`src/rtl/uart_rx_fifo.sv`:
```
// rtl/uart_rx_fifo.sv - UART receiver with configurable frame format, error flags and FWFT receive FIFO
// Oversampled receiver: mid-bit sampling, start-glitch rejection, sticky parity/framing/overrun flags.
module uart_rx_fifo #(
  parameter int CLKS_PER_BIT = 868,
  parameter int DATA_BITS    = 8,
  parameter int PARITY_MODE  = 0,
  parameter int STOP_BITS    = 1,
  parameter int FIFO_DEPTH   = 16
) (
  input  logic                            CLK,
  input  logic                            RST_N,
  input  logic                            Rx_Serial_in,
  input  logic                            Rd_En_in,
  input  logic                            Err_Clr_in,
  output logic [DATA_BITS-1:0]            Rx_Byte_out,
  output logic                            Rx_Empty_out,
  output logic                            Rx_Full_out,
  output logic [$clog2(FIFO_DEPTH):0]     Rx_Count_out,
  output logic                            Parity_Err_out,
  output logic                            Frame_Err_out,
  output logic                            Overrun_Err_out
);

  localparam int LP_CW = $clog2(CLKS_PER_BIT);
  localparam int LP_AW = $clog2(FIFO_DEPTH);
  localparam int LP_NW = LP_AW + 1;
  localparam logic [LP_CW-1:0] LP_BIT_LAST  = LP_CW'(CLKS_PER_BIT - 1);
  localparam logic [LP_CW-1:0] LP_BIT_HALF  = LP_CW'((CLKS_PER_BIT - 1) / 2);
  localparam logic [3:0]       LP_DATA_LAST = 4'(DATA_BITS - 1);
  localparam logic [3:0]       LP_STOP_LAST = 4'(STOP_BITS - 1);
  localparam logic [LP_NW-1:0] LP_FULL      = LP_NW'(FIFO_DEPTH);

  typedef enum logic [2:0] {
    S_WAIT_IDLE, S_IDLE, S_START, S_DATA, S_PARITY, S_STOP, S_COMMIT
  } state_t;

  logic                 r_sync1, r_sync2;
  state_t               r_state, w_state_nxt;
  logic [LP_CW-1:0]     r_clk_cnt, w_cnt_nxt;
  logic [3:0]           r_bit_idx, w_idx_nxt;
  logic [DATA_BITS-1:0] r_shift, w_shift_nxt;
  logic                 r_par_bad, w_par_bad_nxt;
  logic                 r_frm_bad, w_frm_bad_nxt;
  logic                 w_commit_ok, w_set_par, w_set_frm;

  logic [DATA_BITS-1:0] r_mem [FIFO_DEPTH];
  logic [LP_AW-1:0]     r_wr_ptr, r_rd_ptr;
  logic [LP_NW-1:0]     r_count;
  logic                 r_par_err, r_frm_err, r_ovr_err;

  logic w_rx_s, w_tick, w_par_exp, w_empty, w_full, w_push, w_pop, w_set_ovr;

  assign w_rx_s    = r_sync2;
  assign w_tick    = (r_clk_cnt == LP_BIT_LAST);
  assign w_par_exp = (PARITY_MODE == 2) ? ~^r_shift : ^r_shift;

  always_ff @(posedge CLK or negedge RST_N) begin
    if (!RST_N) begin
      r_sync1 <= 1'b1;
      r_sync2 <= 1'b1;
    end else begin
      r_sync1 <= Rx_Serial_in;
      r_sync2 <= r_sync1;
    end
  end

  always_ff @(posedge CLK or negedge RST_N) begin
    if (!RST_N) begin
      r_state   <= S_WAIT_IDLE;
      r_clk_cnt <= '0;
      r_bit_idx <= '0;
      r_shift   <= '0;
      r_par_bad <= 1'b0;
      r_frm_bad <= 1'b0;
    end else begin
      r_state   <= w_state_nxt;
      r_clk_cnt <= w_cnt_nxt;
      r_bit_idx <= w_idx_nxt;
      r_shift   <= w_shift_nxt;
      r_par_bad <= w_par_bad_nxt;
      r_frm_bad <= w_frm_bad_nxt;
    end
  end

  always_comb begin
    w_state_nxt   = r_state;
    w_cnt_nxt     = r_clk_cnt;
    w_idx_nxt     = r_bit_idx;
    w_shift_nxt   = r_shift;
    w_par_bad_nxt = r_par_bad;
    w_frm_bad_nxt = r_frm_bad;
    w_commit_ok   = 1'b0;
    w_set_par     = 1'b0;
    w_set_frm     = 1'b0;
    case (r_state)
      S_WAIT_IDLE: if (w_rx_s) w_state_nxt = S_IDLE;
      S_IDLE: begin
        w_cnt_nxt     = '0;
        w_idx_nxt     = '0;
        w_par_bad_nxt = 1'b0;
        w_frm_bad_nxt = 1'b0;
        if (!w_rx_s) w_state_nxt = S_START;
      end
      S_START: begin
        // A start bit must still be low at its midpoint, otherwise it was noise.
        if (r_clk_cnt == LP_BIT_HALF) begin
          w_cnt_nxt   = '0;
          w_state_nxt = w_rx_s ? S_IDLE : S_DATA;
        end else begin
          w_cnt_nxt = r_clk_cnt + 1'b1;
        end
      end
      S_DATA: begin
        if (w_tick) begin
          w_cnt_nxt   = '0;
          w_shift_nxt = {w_rx_s, r_shift[DATA_BITS-1:1]};
          if (r_bit_idx == LP_DATA_LAST) begin
            w_idx_nxt   = '0;
            w_state_nxt = (PARITY_MODE != 0) ? S_PARITY : S_STOP;
          end else begin
            w_idx_nxt = r_bit_idx + 1'b1;
          end
        end else begin
          w_cnt_nxt = r_clk_cnt + 1'b1;
        end
      end
      S_PARITY: begin
        if (w_tick) begin
          w_cnt_nxt     = '0;
          w_par_bad_nxt = (w_rx_s != w_par_exp);
          w_state_nxt   = S_STOP;
        end else begin
          w_cnt_nxt = r_clk_cnt + 1'b1;
        end
      end
      S_STOP: begin
        if (w_tick) begin
          w_cnt_nxt = '0;
          if (!w_rx_s) w_frm_bad_nxt = 1'b1;
          if (r_bit_idx == LP_STOP_LAST) w_state_nxt = S_COMMIT;
          else                           w_idx_nxt   = r_bit_idx + 1'b1;
        end else begin
          w_cnt_nxt = r_clk_cnt + 1'b1;
        end
      end
      S_COMMIT: begin
        // Framing failure takes priority: the line may be stuck low, so wait for idle.
        if (r_frm_bad) begin
          w_set_frm   = 1'b1;
          w_state_nxt = S_WAIT_IDLE;
        end else if (r_par_bad) begin
          w_set_par   = 1'b1;
          w_state_nxt = S_IDLE;
        end else begin
          w_commit_ok = 1'b1;
          w_state_nxt = S_IDLE;
        end
      end
      default: w_state_nxt = S_WAIT_IDLE;
    endcase
  end

  assign w_empty   = (r_count == '0);
  assign w_full    = (r_count == LP_FULL);
  assign w_pop     = Rd_En_in && !w_empty;
  assign w_push    = w_commit_ok && (!w_full || Rd_En_in);
  assign w_set_ovr = w_commit_ok && w_full && !Rd_En_in;

  // When full, a simultaneous pop frees the head slot which wr_ptr also addresses.
  always_ff @(posedge CLK) begin
    if (w_push) r_mem[r_wr_ptr] <= r_shift;
  end

  always_ff @(posedge CLK or negedge RST_N) begin
    if (!RST_N) begin
      r_wr_ptr <= '0;
      r_rd_ptr <= '0;
      r_count  <= '0;
    end else begin
      if (w_push) r_wr_ptr <= r_wr_ptr + 1'b1;
      if (w_pop)  r_rd_ptr <= r_rd_ptr + 1'b1;
      case ({w_push, w_pop})
        2'b10:   r_count <= r_count + 1'b1;
        2'b01:   r_count <= r_count - 1'b1;
        default: r_count <= r_count;
      endcase
    end
  end

  always_ff @(posedge CLK or negedge RST_N) begin
    if (!RST_N) begin
      r_par_err <= 1'b0;
      r_frm_err <= 1'b0;
      r_ovr_err <= 1'b0;
    end else begin
      r_par_err <= w_set_par | (r_par_err & ~Err_Clr_in);
      r_frm_err <= w_set_frm | (r_frm_err & ~Err_Clr_in);
      r_ovr_err <= w_set_ovr | (r_ovr_err & ~Err_Clr_in);
    end
  end

  assign Rx_Byte_out     = w_empty ? '0 : r_mem[r_rd_ptr];
  assign Rx_Empty_out    = w_empty;
  assign Rx_Full_out     = w_full;
  assign Rx_Count_out    = r_count;
  assign Parity_Err_out  = r_par_err;
  assign Frame_Err_out   = r_frm_err;
  assign Overrun_Err_out = r_ovr_err;

endmodule
```
`config.mk`:
```
export PLATFORM = sky130hd
export DESIGN_NAME = uart_rx_fifo
export DESIGN_NICKNAME = d
export VERILOG_FILES = /design/src/rtl/uart_rx_fifo.sv
export SDC_FILE = /design/constraint.sdc
export NUM_CORES = 1
export LEC_CHECK = 0
export ABC_AREA = 1
export CAP_MARGIN = 20
export CORE_MARGIN = 4
export CORE_UTILIZATION = 56
export DETAILED_ROUTE_END_ITERATION = 10
export PLACE_DENSITY = 0.87
export RECOVER_POWER = 50
export SKIP_CTS_REPAIR_TIMING = 1
export SLEW_MARGIN = 20
export SYNTH_ARGS = -nofsm -noshare
export SYNTH_HDL_FRONTEND = slang
export SYNTH_SLANG_ARGS = --single-unit
```
`constraint.sdc`:
```
create_clock -name CLK -period 2 [get_ports CLK]
set_input_delay 0.3 -clock CLK [delete_from_list [all_inputs] [get_ports CLK]]
set_output_delay 0.3 -clock CLK [all_outputs]
set_load 0.01 [all_outputs]
```
==> results.ini <==
[outcome]
status = finished, violations left
violations = negative setup slack

[grt]
grt.busiest_layer = met2
grt_pass1_vias = 5765
grt_pass1_wl_um = 29900
use_met3_pct = 5.23
grtUsageMet2_pct = 38.8
grt_overflow_total = 0
grt_max_degree = 56
grt_use_total_pct = 23.9
antenna_found_initial = 0
grt_use_met1_pct = 31.1

[yosys]
synth_nets = 801
synth_xor_area_share_pct = 1.98
synthCells = 784
synth_cell_types = 37
synth-compound-area-share_pct = 5.53
synth_warnings = 0
synth_top_family_by_area = simple AND/OR/NAND/NOR gates
yosys.area_share.simple_pct = 23.7
synth_top_area_share_pct = 48.3
avgSynthCellArea_um2 = 10.2
ys_seq_elements = 173
synth_top_area_cell = edfxtp_1
ys_seq_area_share_pct = 62.4
synthesis.area_mm2 = 0.00796
synth_fa_ha_area_share_pct = 1.89
ys_top_cells_by_area = edfxtp_1 (48%), dfrtp_1 (14%), nand2_1 (11%)
synth_edf_count = 128
async_flop_share_pct = 26.0
synth_ff_type = edfxtp_1
synthMuxAreaShare_pct = 0

[critical_path]
cp-end-kind = output port
r2r-start = Rx_Count_out[1]
crit_start = r_rd_ptr[0]
path_max_fanout = 7
required_ns = 1.70
arrival_ns = 2.04
critPathKind = reg2out
cp-start-kind = register

[cells_and_area]
diodes = 0
nets = 889
syn_to_final_growth_pct = 24.1
fin_util_pct = 71.2
drive_gt1_share_pct = 26.9
final_cell_area_mm2 = 0.00988

[clock_network]
clkSinkCount = 173
tritoncts.num_buffers = 17
cts.clk_slew.worst_paths_ns = 0.07
cts_tree = done
clock_tree.root_cell = clkbuf_16
htree_levels = 4
insertion_delay_ns = 0.44
clock_path_buffers = 2

[placement]
gp_congestion = 0.870
port_buffers = 22
hpwl_um = 11900
pre_cts_ws_ns = -0.210
dpl_cell_area_mm2 = 0.00882

[sta]
final-setup-viol-count = 14
final.setup.tns_ns = -3.03
fmax_mhz = 427
hold_viol = 0
relSlewSlack_pct = 21.3
period_needed_ns = 2.34
maxSlewViolCount = 0
final.setup.worst_slack_ns = -0.344
tightest_slew_ns = 1.18
post-route-period-util_pct = 117
rsz0062_at_grt = yes
final.setup_skew_ns = 0.0114

[floorplan]
dieArea_mm2 = 0.0162
initial_core_util_pct = 57.4
die_w_um = 127
ios = 23
core-area_mm2 = 0.0139
die_h_um = 127
core.rowCount = 43

[power]
total_power_mw = 13.6
p_leak_nw = 4.11
max-vdd-ir-drop_mv = 0.723
cellPowerDensity_mw_per_mm2 = 1370

[worst_hold_path]
hold_class = reg2reg
worstHoldStart = r_sync1

[route]
wl_per_cell_um = 21.4
vias = 6519
firstDrtPassIters = 6
drt_iter0_drc = 911
drt_wl_total_um = 22800
viasPerCell = 6.12
remaining_drc_errors = 0
ant_nets = 0

[job]
drv_cap = 0

## kinds of logic after synthesis
kind of cell | count (synthesis)
AOI/OAI and AO/OA | 69
xor gates and xnor gates | 18
adders and majority gates | 12
DFF | 173
and+or+nand+nor | 427
buffers and inverters | 85
## cell usage after synthesis (all sizes together) (3+ instances only)
cell,number
clkinv,3
xnor2,5
xor2,13
buf,23
ha,12
o21ai,36
a21oi,17
inv,54
clkbuf,5
edfxtp,128
o22ai,4
nand3,120
nand2,256
o21a,8
nand4,7
dfrtp,43
nor2,41
## path summary, 6_finish.rpt
kind                                         to  slack (ns)  depth (start not counted)
worst max-delay path             Rx_Byte_out[7]       -0.34                          9
worst min register to register          r_sync2        0.36                          0
max in group asynchronous           r_rd_ptr[0]        0.48                          3
worst max register to register  Rx_Count_out[4]       -0.25                         16
min in group asynchronous       Rx_Count_out[3]        0.73                          3
worst min-delay path                    r_sync2        0.36                          0
## metrics by stage
step	cells	hold slack [ns]
finish	1065	0.360
global route	1065	0.364
CTS	1049	-0.0342
detailed placement	1017	0.350
global placement	1017	0.350
floorplan	784	0.00441
## layout by cell type (no fill, tap or decap), drive strengths merged, types with 8 or more instances in the layout
cell,count
buf,68
dfrtp,43
xor2,13
a21oi,17
nand2,256
clkinv,9
clkbuf,33
ha,12
clkdlybuf4s50,10
nand3,120
inv,58
o21a,8
nor2,41
edfxtp,128
o21ai,36
## cell type report
class                      instances  area [um2]
multi-input combinational        526        2980
tap                              180         225
sequential                       173        4980
inverter                          57         226
clock buffer                      18         429
clock inverter                    14         110
timing repair buffer              97         928
fill                             820        4000
## flip-flops by register name (all words and copies together) (netlist names), 3 cells and up
name          flops
r_state           3
Rx_Count_out      5
r_clk_cnt        10
r_bit_idx         4
r_rd_ptr          4
r_shift           8
r_wr_ptr          4
r_mem           128
## worst max-delay path, stage by stage (launching register included)
cell and delay [ns]:
dfrtp_2 0.47, clkinv_4 0.12, buf_12 0.12, buf_8 0.13
nand2_1 0.06, nand3_1 0.07, nand3_1 0.10, a21oi_1 0.22
o21a_1 0.17, buf_2 0.13
## per-layer routing
metal	vias to the layer above	wire length (um)	share of wire [%]
li1	2820	-	-
met1	3083	8120	36
met2	519	11100	49
met3	97	2500	11
met4	0	1030	4.5
met5	-	0	0
## report_power, final
group	internal (mW)	switching, mW	total [mW]
logic	2.40	3.76	6.16
clock network	1.61	1.47	3.08
registers	4.07	0.246	4.32
Power figures use the tool's default switching activity.
